### src/rtl/imem_loader.sv
// imem_loader: assembles a length-prefixed little-endian byte stream into instruction-memory word writes
module imem_loader #(
  parameter int          DEPTH     = 32,
  parameter logic [31:0] BASE_ADDR = 32'h0
) (
  input  logic        clk,
  input  logic        reset,
  input  logic        start,
  input  logic        byte_valid,
  input  logic [7:0]  byte_data,
  output logic        byte_ready,
  output logic        we,
  output logic [31:0] wa,
  output logic [31:0] wd,
  output logic [15:0] word_count,
  output logic        busy,
  output logic        done,
  output logic        err,
  output logic        cpu_hold
);
  typedef enum logic [2:0] {IDLE, HDR0, HDR1, DATA, WRITE, DONE, ERR} state_t;
  state_t      state, state_n;
  logic [15:0] n, n_hdr;
  logic [23:0] lanes;
  logic [1:0]  idx;
  logic        xfer, can_start;
  assign byte_ready = state inside {HDR0, HDR1, DATA};
  assign we         = state == WRITE;
  assign busy       = byte_ready | we;
  assign done       = state == DONE;
  assign err        = state == ERR;
  assign cpu_hold   = busy | err;
  assign xfer       = byte_valid & byte_ready;
  assign can_start  = start & (state inside {IDLE, DONE, ERR});
  assign n_hdr      = {byte_data, n[7:0]};
  always_comb begin
    state_n = state;
    case (state)
      IDLE, DONE, ERR: state_n = can_start ? HDR0 : state;
      HDR0:  state_n = xfer ? HDR1 : HDR0;
      HDR1:  state_n = !xfer ? HDR1 : n_hdr == 16'd0 ? DONE : n_hdr > 16'(DEPTH) ? ERR : DATA;
      DATA:  state_n = xfer && idx == 2'd3 ? WRITE : DATA;
      WRITE: state_n = word_count + 16'd1 == n ? DONE : DATA;
      default: state_n = IDLE;
    endcase
  end
  // lanes is a shift register: after three bytes it holds {b2,b1,b0}, the fourth byte tops off wd
  always_ff @(posedge clk) begin
    if (reset) begin
      state      <= IDLE;
      n          <= '0;
      lanes      <= '0;
      idx        <= '0;
      wa         <= '0;
      wd         <= '0;
      word_count <= '0;
    end else begin
      state <= state_n;
      if (can_start) word_count <= '0;
      if (we) word_count <= word_count + 16'd1;
      if (xfer && state == HDR0) n[7:0] <= byte_data;
      if (xfer && state == HDR1) begin
        n[15:8] <= byte_data;
        idx     <= '0;
      end
      if (xfer && state == DATA) begin
        idx   <= idx + 2'd1;
        lanes <= {byte_data, lanes[23:8]};
        if (idx == 2'd3) begin
          wd <= {byte_data, lanes};
          wa <= BASE_ADDR + {14'b0, word_count, 2'b00};
        end
      end
    end
  end
endmodule

### config.mk
export PLATFORM = sky130hd
export DESIGN_NAME = imem_loader
export DESIGN_NICKNAME = d
export VERILOG_FILES = /design/src/rtl/imem_loader.sv
export SDC_FILE = /design/constraint.sdc
export NUM_CORES = 1
export LEC_CHECK = 0
export CORE_UTILIZATION = 35
export CTS_BUF_LIST = sky130_fd_sc_hd__clkbuf_4
export DETAILED_ROUTE_END_ITERATION = 8
export GPL_ROUTABILITY_DRIVEN = 0
export GPL_TIMING_DRIVEN = 1
export HOLD_SLACK_MARGIN = 0.06
export PLACE_DENSITY_LB_ADDON = 0.15
export SLEW_MARGIN = 15
export SYNTH_ARGS = -nofsm -noshare
export SYNTH_HDL_FRONTEND = slang
export SYNTH_SLANG_ARGS = --single-unit
### constraint.sdc
create_clock -name clk -period 2.5 [get_ports clk]
set_input_delay 0.5 -clock clk [delete_from_list [all_inputs] [get_ports clk]]
set_output_delay 0.5 -clock clk [all_outputs]
set_load 0.03 [all_outputs]
; ---- Yosys cells after proc, flatten, opt, wreduce, memory -nomap -nowiden
; Index checks and enable logic that the tools add are counted.
[classes]
addsub = 2
order_cmp = 1
n_eq_ne = 9
muxes = 12
bitwise_logic = 4
reduce_logical = 12
[op_table]
columns = cell, count
row1 = $mux W16, 2
row2 = $mux W3, 6
row3 = $add A16 B1 Y16 const B, 1
row4 = $eq A16 B16 Y1, 1
row5 = $gt A16 B6 Y1 const B, 1
row6 = $logic_not A16 Y1, 1
row7 = $pmux W3 S5, 1
row8 = $eq A3 B3 Y1 const B, 3
row9 = $eq A3 B2 Y1 const B, 2
row10 = $mux W2, 3
row11 = $reduce_bool A3 Y1, 2
row12 = $logic_and A1 B1 Y1, 4
row13 = $reduce_bool A2 Y1, 2
row14 = $eq A3 B1 Y1 const B, 1
row15 = $logic_not A3 Y1, 1
row16 = $reduce_or A3 Y1, 1
row17 = $add A2 B1 Y2 const B, 1
row18 = $and A1 B1 Y1, 2
row19 = $eq A2 B2 Y1 const B, 1
row20 = $ne A2 B2 Y1 const B, 1
row21 = $or A1 B1 Y1, 2
row22 = $reduce_and A2 Y1, 1
[totals]
reg_bits = 109
in_bits = 12
output_inout_bits = 86
elab_cells = 48

; ---- Depth between registers and ports, before layout
; Gate-level depths: netlist of the first run.
[depth]
depth_word = 6
depth_mapped = 8

; ---- Least setup slack after synthesis of the first run
; No wires, ideal clock.
[synth_timing]
path_kind = reg2reg
from = reg word_count[1]
to = reg state[1]
t_arrival_ns = 2.209
required_ns = 2.371
setup_slack_ns = 0.163
stages_incl_launch_ff = 9
n_path_buf = 1
path_cell_list = dfxtp_1 -> ha_1 -> buf_6 -> nand3b_1 -> a221oi_2 -> a41oi_1 -> or4_1 -> a211oi_2 -> a211oi_1
[synth_between]
elab_chain_cells = 4
[synth_rtl]
columns = item, line
row1 = "start, declared", 15  ; output logic [15:0] word_count,
row2 = "start signal, assigned", 60  ; if (we) word_count <= word_count + 16'd1;
row3 = $add A16 B1 Y16, 43  ; WRITE: state_n = word_count + 16'd1 == n ? DONE : DATA;
row4 = $eq A16 B16 Y1, 43
row5 = $mux W3, 43
row6 = $pmux W3 S5, 38  ; case (state)
row7 = "end signal, assigned", 58  ; state <= state_n;
row8 = "end, declared", 22  ; state_t state, state_n;
; Every way passes these cells.
; A chain may end at the register's enable or synchronous reset.

; ---- Final worst setup path of the first run
[layout_timing]
from = reg state[1]
to = out cpu_hold
[layout_between]
elab_chain_cells = 4
[layout_rtl]
columns = item, line
row1 = $eq A3 B1 Y1 or $eq A3 B2 Y1 (tied branches), 27  ; assign byte_ready = state inside {HDR0, HDR1, DATA};
row2 = $reduce_bool A3 Y1, 27
row3 = $or A1 B1 Y1, 29  ; assign busy = byte_ready | we;
row4 = $or A1 B1 Y1 *, 32  ; assign cpu_hold = busy | err;
row5 = "end, declared", 19  ; output logic cpu_hold
; Mark *: on every way between the ends. The rest lies on a longest branch, timed or not.

==> results_tabular.tex, run 1 <==
\begin{tabular}{lr}
\hline
Metric & Value \\
\hline
\multicolumn{2}{l}{\textbf{Synthesis}} \\
Commonest cells in the netlist & 176 x nand2\_1, 109 x dfxtp\_1, 101 x a21oi\_1 \\
Dominant combinational cell family by area after synthesis & simple AND/OR/NAND/NOR gates \\
Cell Area, Synth & 4897 um\^{}2 \\
Adder-cell share of the synthesized area & 0.5110\% \\
Ys async rst share & 0\% \\
Synthesized-area fraction occupied by ao, oa, aoi and oai cells & 16.66\% \\
Fraction of the mapped netlist area in simple logic gates & 24.55\% \\
Number of enable flip-flop cells after synthesis & 0 \\
Multiplexer area fraction after synthesis & 1.635\% \\
Sequential cell area fraction in the yosys report & 44.56\% \\
Share of the synthesized netlist area taken by xor and xnor gates & 4.446\% \\
Unique cell type count in the Yosys netlist & 56 \\
Area fraction of the dominant cell type after synthesis & 44.56\% \\
Number of standard cells after synthesis & 626 \\
Most used flip-flop cell after synthesis & dfxtp\_1 \\
Avg Inst Size Synth & 7.823 um\^{}2 \\
Cells taking the most area after synthesis & dfxtp\_1 45\%, nand2\_1 13\%, a21oi\_1 10\% \\
Register bit count reported by yosys & 109 \\
Number of warnings issued by yosys & 0 \\
Cell with the most instances after synthesis & nand2\_1 \\
Post-synthesis cell type with the largest combined area & dfxtp\_1 \\
\multicolumn{2}{l}{\textbf{Worst hold path}} \\
Class of the most critical hold timing path & in -> reg \\
Worst min-delay path endpoint & n[2] \\
Number of stages on the worst hold path & 2 \\
Min-Delay Startpoint & reset \\
\multicolumn{2}{l}{\textbf{GRT}} \\
Via count of the first global-routing pass & 4,020 \\
Overall routing resource usage & 18.23\% \\
Grt ovf & 0 \\
Pin count of the biggest net entering global routing & 49 \\
Wire length of the first global-routing pass & 20.72 mm \\
Number of antenna violations at the first check in global routing & 1 \\
\multicolumn{2}{l}{\textbf{Routing}} \\
Detailed Route WL & 12.69 mm \\
Wire length on met2 & 5.411 mm \\
Via count of the routed design & 4,359 \\
Met1 WL & 6.545 mm \\
Via count normalized by instance count & 4.931 \\
Detailed router's first-iteration violation count & 230 \\
Met3 WL & 572 um \\
Router iterations before antenna repair & 7 \\
Count of antenna-violating nets left after detailed routing & 0 \\
Top Layer Used & met4 \\
WL/cell & 14.36 um \\
Post-route DRC & 0 \\
\multicolumn{2}{l}{\textbf{Run status}} \\
Outcome & finished, final reports clean \\
\multicolumn{2}{l}{\textbf{STA}} \\
Worst-case clock skew & 0.01863 ns \\
Final count of pins violating max slew & 0 \\
Minimum clock period after layout & 2.388 ns \\
Final Hold Fails & 0 \\
Aggregate negative setup slack & 0 ns \\
RSZ-0062 raised after global routing & false \\
Achievable frequency & 418.8 MHz \\
Final setup viols & 0 \\
Final worst path period share & 95.51\% \\
Worst hold slack & 0.3695 ns \\
\multicolumn{2}{l}{\textbf{Floorplan}} \\
Die extent in x & 120.3 um \\
Height of the die & 120.3 um \\
Std-Cell Rows & 42 \\
Floorplan die area & 14,470 um\^{}2 \\
Number of top-level pins & 98 \\
Core region area & 13,450 um\^{}2 \\
Effective utilization at floorplan & 36.40\% \\
\multicolumn{2}{l}{\textbf{Cells and area}} \\
Area growth from synthesis to final layout & 22.66\% \\
Final core occ & 44.65\% \\
Ratio of cells with drive above 1 in the final layout & 9.052\% \\
Net count reported at finish & 716 \\
\multicolumn{2}{l}{\textbf{CTS}} \\
CTS clk-pin slew, worst paths & 0.17 ns \\
Clock tree from TritonCTS & done \\
Post-cts resize count & 4 \\
Total clock buffers created by CTS & 9 \\
Number of levels the H-tree was split into & 3 \\
Total of hold buffers inserted after clock tree synthesis & 0 \\
Clock tree root driver cell & clkbuf\_4 \\
Clk Latency, worst-skew pair & 0.50 ns \\
Post-CTS Setup Inserts & 0 \\
Sink Count & 109 \\
Maximum clock path buffer count & 2 \\
\multicolumn{2}{l}{\textbf{Power}} \\
Maximum vdd ir drop & 213.1 uV \\
Power after layout & 2.967 mW \\
Power per standard cell area & 494.0 nW/um\^{}2 \\
Total leakage power & 2.086 nW \\
\multicolumn{2}{l}{\textbf{Flow run}} \\
Max-cap violations & 0 \\
\multicolumn{2}{l}{\textbf{Setup path}} \\
Category of the most critical setup path & reg -> out \\
Sort of element at the end of the critical path & output port \\
Type of element launching the critical path & register \\
Critical path, cell by cell & inv\_2, nor2\_1, and2\_1, or2\_2, dlygate4sd2\_1 \\
Cell with the largest stage delay on the worst path & dfxtp\_2 \\
Delay of the slowest cell on the worst path & 0.42 ns \\
Data required time at the worst endpoint & 2.00 ns \\
Depth of the worst register-to-register path & 6 \\
Slack of the worst reg-to-reg path & 0.21 ns \\
Critical Path Fanout Max & 10 \\
Source of the worst register-to-register timing path & word\_count[2] \\
Signal arrival time at the worst endpoint & 1.89 ns \\
Destination of the worst register-to-register timing path & state[2] \\
\multicolumn{2}{l}{\textbf{Placement}} \\
Count of port buffers added during placement & 81 \\
Detailed placement HPWL & 8.764 mm \\
\hline
\end{tabular}
[cell type report]
type                            instances  area [um^2]
Timing Repair Buffer                  113         1057
Clock inverter                          7        48.80
Fill cell                            1406         7446
Multi-Input combinational cell        465         2412
Clock buffer                            9        67.56
Inverter                                4        15.01
Tap cell                              176        220.2
Antenna cell                            1        2.502
Sequential cell                       109         2183
[flip-flops by register name, summed over array words and instances (netlist names)]
register	count
wd	32
state	3
wa	16
lanes	24
word_count	16
idx	2
n	16
[report_power, final]
part / total, mW / switching, mW / internal (mW)
logic: 0.361 / 0.230 / 0.132
registers: 1.79 / 0.0257 / 1.76
clock network: 0.821 / 0.612 / 0.209
total: 2.97 / 0.868 / 2.10
[placed cells by master, fill, tap and decap left out, drive strengths merged, types with 2 or more instances in the layout]
cell,synthesis,final
or2,3,3
clkbuf,29,9
buf,34,34
conb,1,16
nand3b,6,6
a311oi,5,5
a31oi,5,5
o21a,3,3
xnor2,17,17
nor3,6,6
dfxtp,109,109
xor2,7,7
and4,2,2
or3,6,6
a211oi,5,5
inv,4,6
nand2b,2,2
a21o,4,4
a21oi,101,101
nor2,35,35
nand4,5,5
mux2i,8,8
nor3b,2,2
nor4b,2,2
nand2,178,178
ha,2,2
dlygate4sd2,0,3
nand3,8,8
nor4,6,6
and3,4,4
clkinv,0,4
clkdlybuf4s50,0,75
o21ai,13,13
and2,3,3
[worst max-delay path by stage]
stage / from / to / slack (ns) / cells past startpoint
CTS: state[1] / busy / 0.02 / 3
detailed placement: byte_data[4] / state[1] / 0.02 / 7
global route: state[1] / cpu_hold / 0.02 / 5
finish: state[1] / cpu_hold / 0.11 / 5
floorplan: word_count[1] / state[1] / 0.16 / 8
global placement: byte_data[4] / state[1] / 0.02 / 7
[routing by layer]
metal  track usage, %  vias up
li1                 -     2229
met1            26.65     2010
met2            26.33      108
met3            2.736       12
met4            7.948        0
met5                0        -
[logic make-up after synthesis]
| kind of cell | count (synthesis) |
|---|---|
| XOR/XNOR | 24 |
| flip-flops | 109 |
| adder cells (fa/ha/maj) | 2 |
| AND/OR/NAND/NOR | 271 |
| multiplexers | 8 |
| AO/OA/AOI/OAI | 144 |
| buffers and inverters | 67 |
| other | 1 |
[worst max-delay path, delay by kind of cell (launching register included)]
| family | cells | cell delay (ns) |
|---|---|---|
| buffers and inverters | 2 | 0.44 |
| flip-flops | 1 | 0.42 |
| AND/OR/NAND/NOR | 3 | 0.53 |
[stage by stage]
stage          worst slack [ns]  cells  cell area (um^2)
6_report                 0.1123    884              6007
5_1_grt                 0.02174    884              6007
4_1_cts                 0.02059    883              6002
3_5_place_dp            0.02257    867              5888
3_3_place_gp            0.02343    867              5888
2_1_floorplan            0.1626    641              4954
(Power assumes the default switching activity.)
==> run 2, diff against run 1 <==
- CORE_MARGIN: not set -> 2
- CORE_UTILIZATION: 35 -> 53
- PLACE_DENSITY: not set -> 0.78
- PLACE_DENSITY_LB_ADDON: 0.15 -> not set
==> run 2 against run 1 <==
Net effect:
- power up 6.0%
- worst setup slack improved by 0.025 ns
- critical path depth down 1
- clock power is 22% higher
- largest power group unchanged
- highest routed layer unchanged
==> results_tabular.tex, run 2 (synthesis gave the netlist of run 1 again) <==
\begin{tabular}{lr}
\hline
Metric & Value \\
\hline
\multicolumn{2}{l}{\textbf{Floorplan}} \\
Die extent in x & 100.1 um (-17\%) \\
Number of top-level pins & 98 (unchanged) \\
Std-Cell Rows & 35 (-17\%) \\
Height of the die & 100.1 um (-17\%) \\
Effective utilization at floorplan & 53.76\% (+17 points) \\
Core region area & 9109 um\^{}2 (-32\%) \\
Floorplan die area & 10,030 um\^{}2 (-31\%) \\
\multicolumn{2}{l}{\textbf{Routing}} \\
Via count normalized by instance count & 5.506 (+12\%) \\
Detailed Route WL & 12.27 mm (-3.4\%) \\
Detailed router's first-iteration violation count & 247 (+7.4\%) \\
Post-route DRC & 0 (unchanged) \\
WL/cell & 15.01 um (+4.6\%) \\
Via count of the routed design & 4,498 (+3.2\%) \\
Count of antenna-violating nets left after detailed routing & 0 (unchanged) \\
Router iterations before antenna repair & 5 (-2) \\
\multicolumn{2}{l}{\textbf{GRT}} \\
Via count of the first global-routing pass & 4,178 (+3.9\%) \\
Wire length of the first global-routing pass & 20.16 mm (-2.7\%) \\
Number of antenna violations at the first check in global routing & 0 (-1) \\
Grt ovf & 0 (unchanged) \\
Pin count of the biggest net entering global routing & 48 (-2.0\%) \\
Overall routing resource usage & 24.88\% (+6.6 points) \\
\multicolumn{2}{l}{\textbf{STA}} \\
Achievable frequency & 423.2 MHz (+1.1\%) \\
Final setup viols & 0 (unchanged) \\
Final worst path period share & 94.51\% (-1.0 points) \\
Worst-case clock skew & 0.02612 ns (+0.007488 ns) \\
Final count of pins violating max slew & 0 (unchanged) \\
Final Hold Fails & 0 (unchanged) \\
Worst slew margin & 65.61\% \\
Final WS setup & 0.1372 ns (+0.02488 ns) \\
Worst hold slack & 0.4610 ns (+0.09151 ns) \\
Aggregate negative setup slack & 0 ns (unchanged) \\
Minimum clock period after layout & 2.363 ns (-0.02488 ns) \\
Measured slew at the worst slew-check pin & 0.5158 ns \\
RSZ-0062 raised after global routing & false \\
\multicolumn{2}{l}{\textbf{CTS}} \\
CTS clk-pin slew, worst paths & 0.17 ns (about the same) \\
Sink Count & 109 (unchanged) \\
Post-CTS Setup Inserts & 0 (unchanged) \\
Maximum clock path buffer count & 2 (unchanged) \\
Number of levels the H-tree was split into & 3 (unchanged) \\
Clk Latency, worst-skew pair & 0.48 ns (-0.02 ns) \\
Clock tree root driver cell & clkbuf\_4 \\
Total clock buffers created by CTS & 9 (unchanged) \\
Clock tree from TritonCTS & done \\
\multicolumn{2}{l}{\textbf{Power}} \\
Power per standard cell area & 527.0 nW/um\^{}2 (+6.7\%) \\
Maximum vdd ir drop & 378.6 uV (+78\%) \\
Power Internal & 2.229 mW (+6.1\%) \\
Net Sw Frac & 29.12\% (-0.12 points) \\
Clk network pwr share & 31.9\% (+4.2 points) \\
Proportion of power drawn by flip-flops and latches & 56.8\% (-3.4 points) \\
Combinational fraction of design power & 11.3\% (-0.9 points) \\
Total leakage power & 2.110 nW (+1.1\%) \\
Power dissipated by switching net loads & 0.9156 mW (+5.5\%) \\
\multicolumn{2}{l}{\textbf{Setup path}} \\
Critical Path Fanout Max & 10 (unchanged) \\
Delay of the slowest cell on the worst path & 0.42 ns (about the same) \\
Category of the most critical setup path & reg -> out \\
Type of element launching the critical path & register \\
Cell with the largest stage delay on the worst path & dfxtp\_2 \\
Depth of the worst register-to-register path & 7 (+1) \\
Data required time at the worst endpoint & 2.00 ns (about the same) \\
Sort of element at the end of the critical path & output port \\
Critical path, cell by cell & nor2\_1, xnor2\_1, or2\_2, dlygate4sd2\_1 \\
Signal arrival time at the worst endpoint & 1.86 ns (-0.03 ns) \\
\multicolumn{2}{l}{\textbf{Worst hold path}} \\
Number of stages on the worst hold path & 2 (unchanged) \\
Class of the most critical hold timing path & in -> reg \\
\multicolumn{2}{l}{\textbf{Cells and area}} \\
Net count reported at finish & 715 (-0.14\%) \\
Antenna diodes & 0 (-1) \\
Number of filler cells placed in the layout & 793 (-44\%) \\
Final core occ & 65.49\% (+21 points) \\
Ratio of cells with drive above 1 in the final layout & 9.207\% (+0.15 points) \\
Area growth from synthesis to final layout & 21.82\% \\
Largest register by flop count & wd \\
Most used cells in the layout excluding fill and tap cells & 176 x nand2\_1, 107 x dfxtp\_1, 101 x a21oi\_1 \\
Most common cell after layout, fill and taps aside & nand2\_1 \\
Max FFs per register & 32 (unchanged) \\
Top Registers & wd x32, lanes x24 \\
Post-route standard cell area excluding fillers & 5966 um\^{}2 (-0.69\%) \\
\multicolumn{2}{l}{\textbf{Placement}} \\
DP Worst Slack & -0.03460 ns (-0.05717 ns) \\
Placement Cell Area & 5799 um\^{}2 (-1.5\%) \\
Count of port buffers added during placement & 81 (unchanged) \\
Detailed placement HPWL & 8.780 mm (+0.19\%) \\
\multicolumn{2}{l}{\textbf{Run status}} \\
Outcome & finished, final reports clean \\
\multicolumn{2}{l}{\textbf{Flow run}} \\
Max-cap violations & 0 (unchanged) \\
\hline
\end{tabular}
==> run 2: final timing paths <==
check                     start            end  slack [ns]
hold / removal            reset  word_count[9]        0.46
setup reg to reg  word_count[0]       state[1]        0.19
setup / recovery       state[1]       cpu_hold        0.14
hold reg to reg          wa[12]         wa[12]        0.47
==> run 2: power by group through the flow <==
stage                     registers [mW]  logic, mW  clock network (mW)
after floorplan                     1.81      0.266                   0
after global routing                1.79      0.383                1.08
after global placement              1.82      0.348                   0
final                               1.79      0.356                1.00
after CTS                           1.79      0.352                1.00
after detailed placement            1.82      0.357                   0
==> run 2: per-layer routing <==
layer	part of all wire, %	track usage [%]	vias up
met5	0	0	-
met4	1.7	7.587	0
met3	4.1	3.273	17
met2	49	42.64	123
met1	45	32.77	2141
li1	-	-	2217
==> run 2: layout make-up <==
| cell class | count | area (um^2) | area share [%] |
|---|---|---|---|
| clock buffer | 9 | 67.56 | 1.133 |
| clock inverter | 7 | 97.59 | 1.636 |
| inverter | 4 | 15.01 | 0.2517 |
| multi-input combinational | 465 | 2412 | 40.44 |
| sequential | 109 | 2185 | 36.62 |
| tap | 111 | 138.9 | 2.328 |
| timing repair buffer | 112 | 1050 | 17.60 |
==> run 2: worst max-delay path: cells and delay by family, from the launching register on <==
family                    cells  cell delay [ns]
DFF                           1             0.42
xor gates and xnor gates      1             0.11
buffers and inverters         1             0.35
and+or+nand+nor               2             0.51
==> run 2: repair_timing <==
action | CTS | global route
setup endpoints to repair | 4 | 1
hold buffers | 0 | 0
resized for setup | 5 | 1
==> run 2: stage by stage <==
| step | power, mW | instances |
|---|---|---|
| after detailed placement | 2.178 | 801 |
| after global placement | 2.168 | 801 |
| final | 3.144 | 817 |
| after floorplan | 2.074 | 641 |
| after CTS | 3.142 | 817 |
| after global routing | 3.253 | 817 |
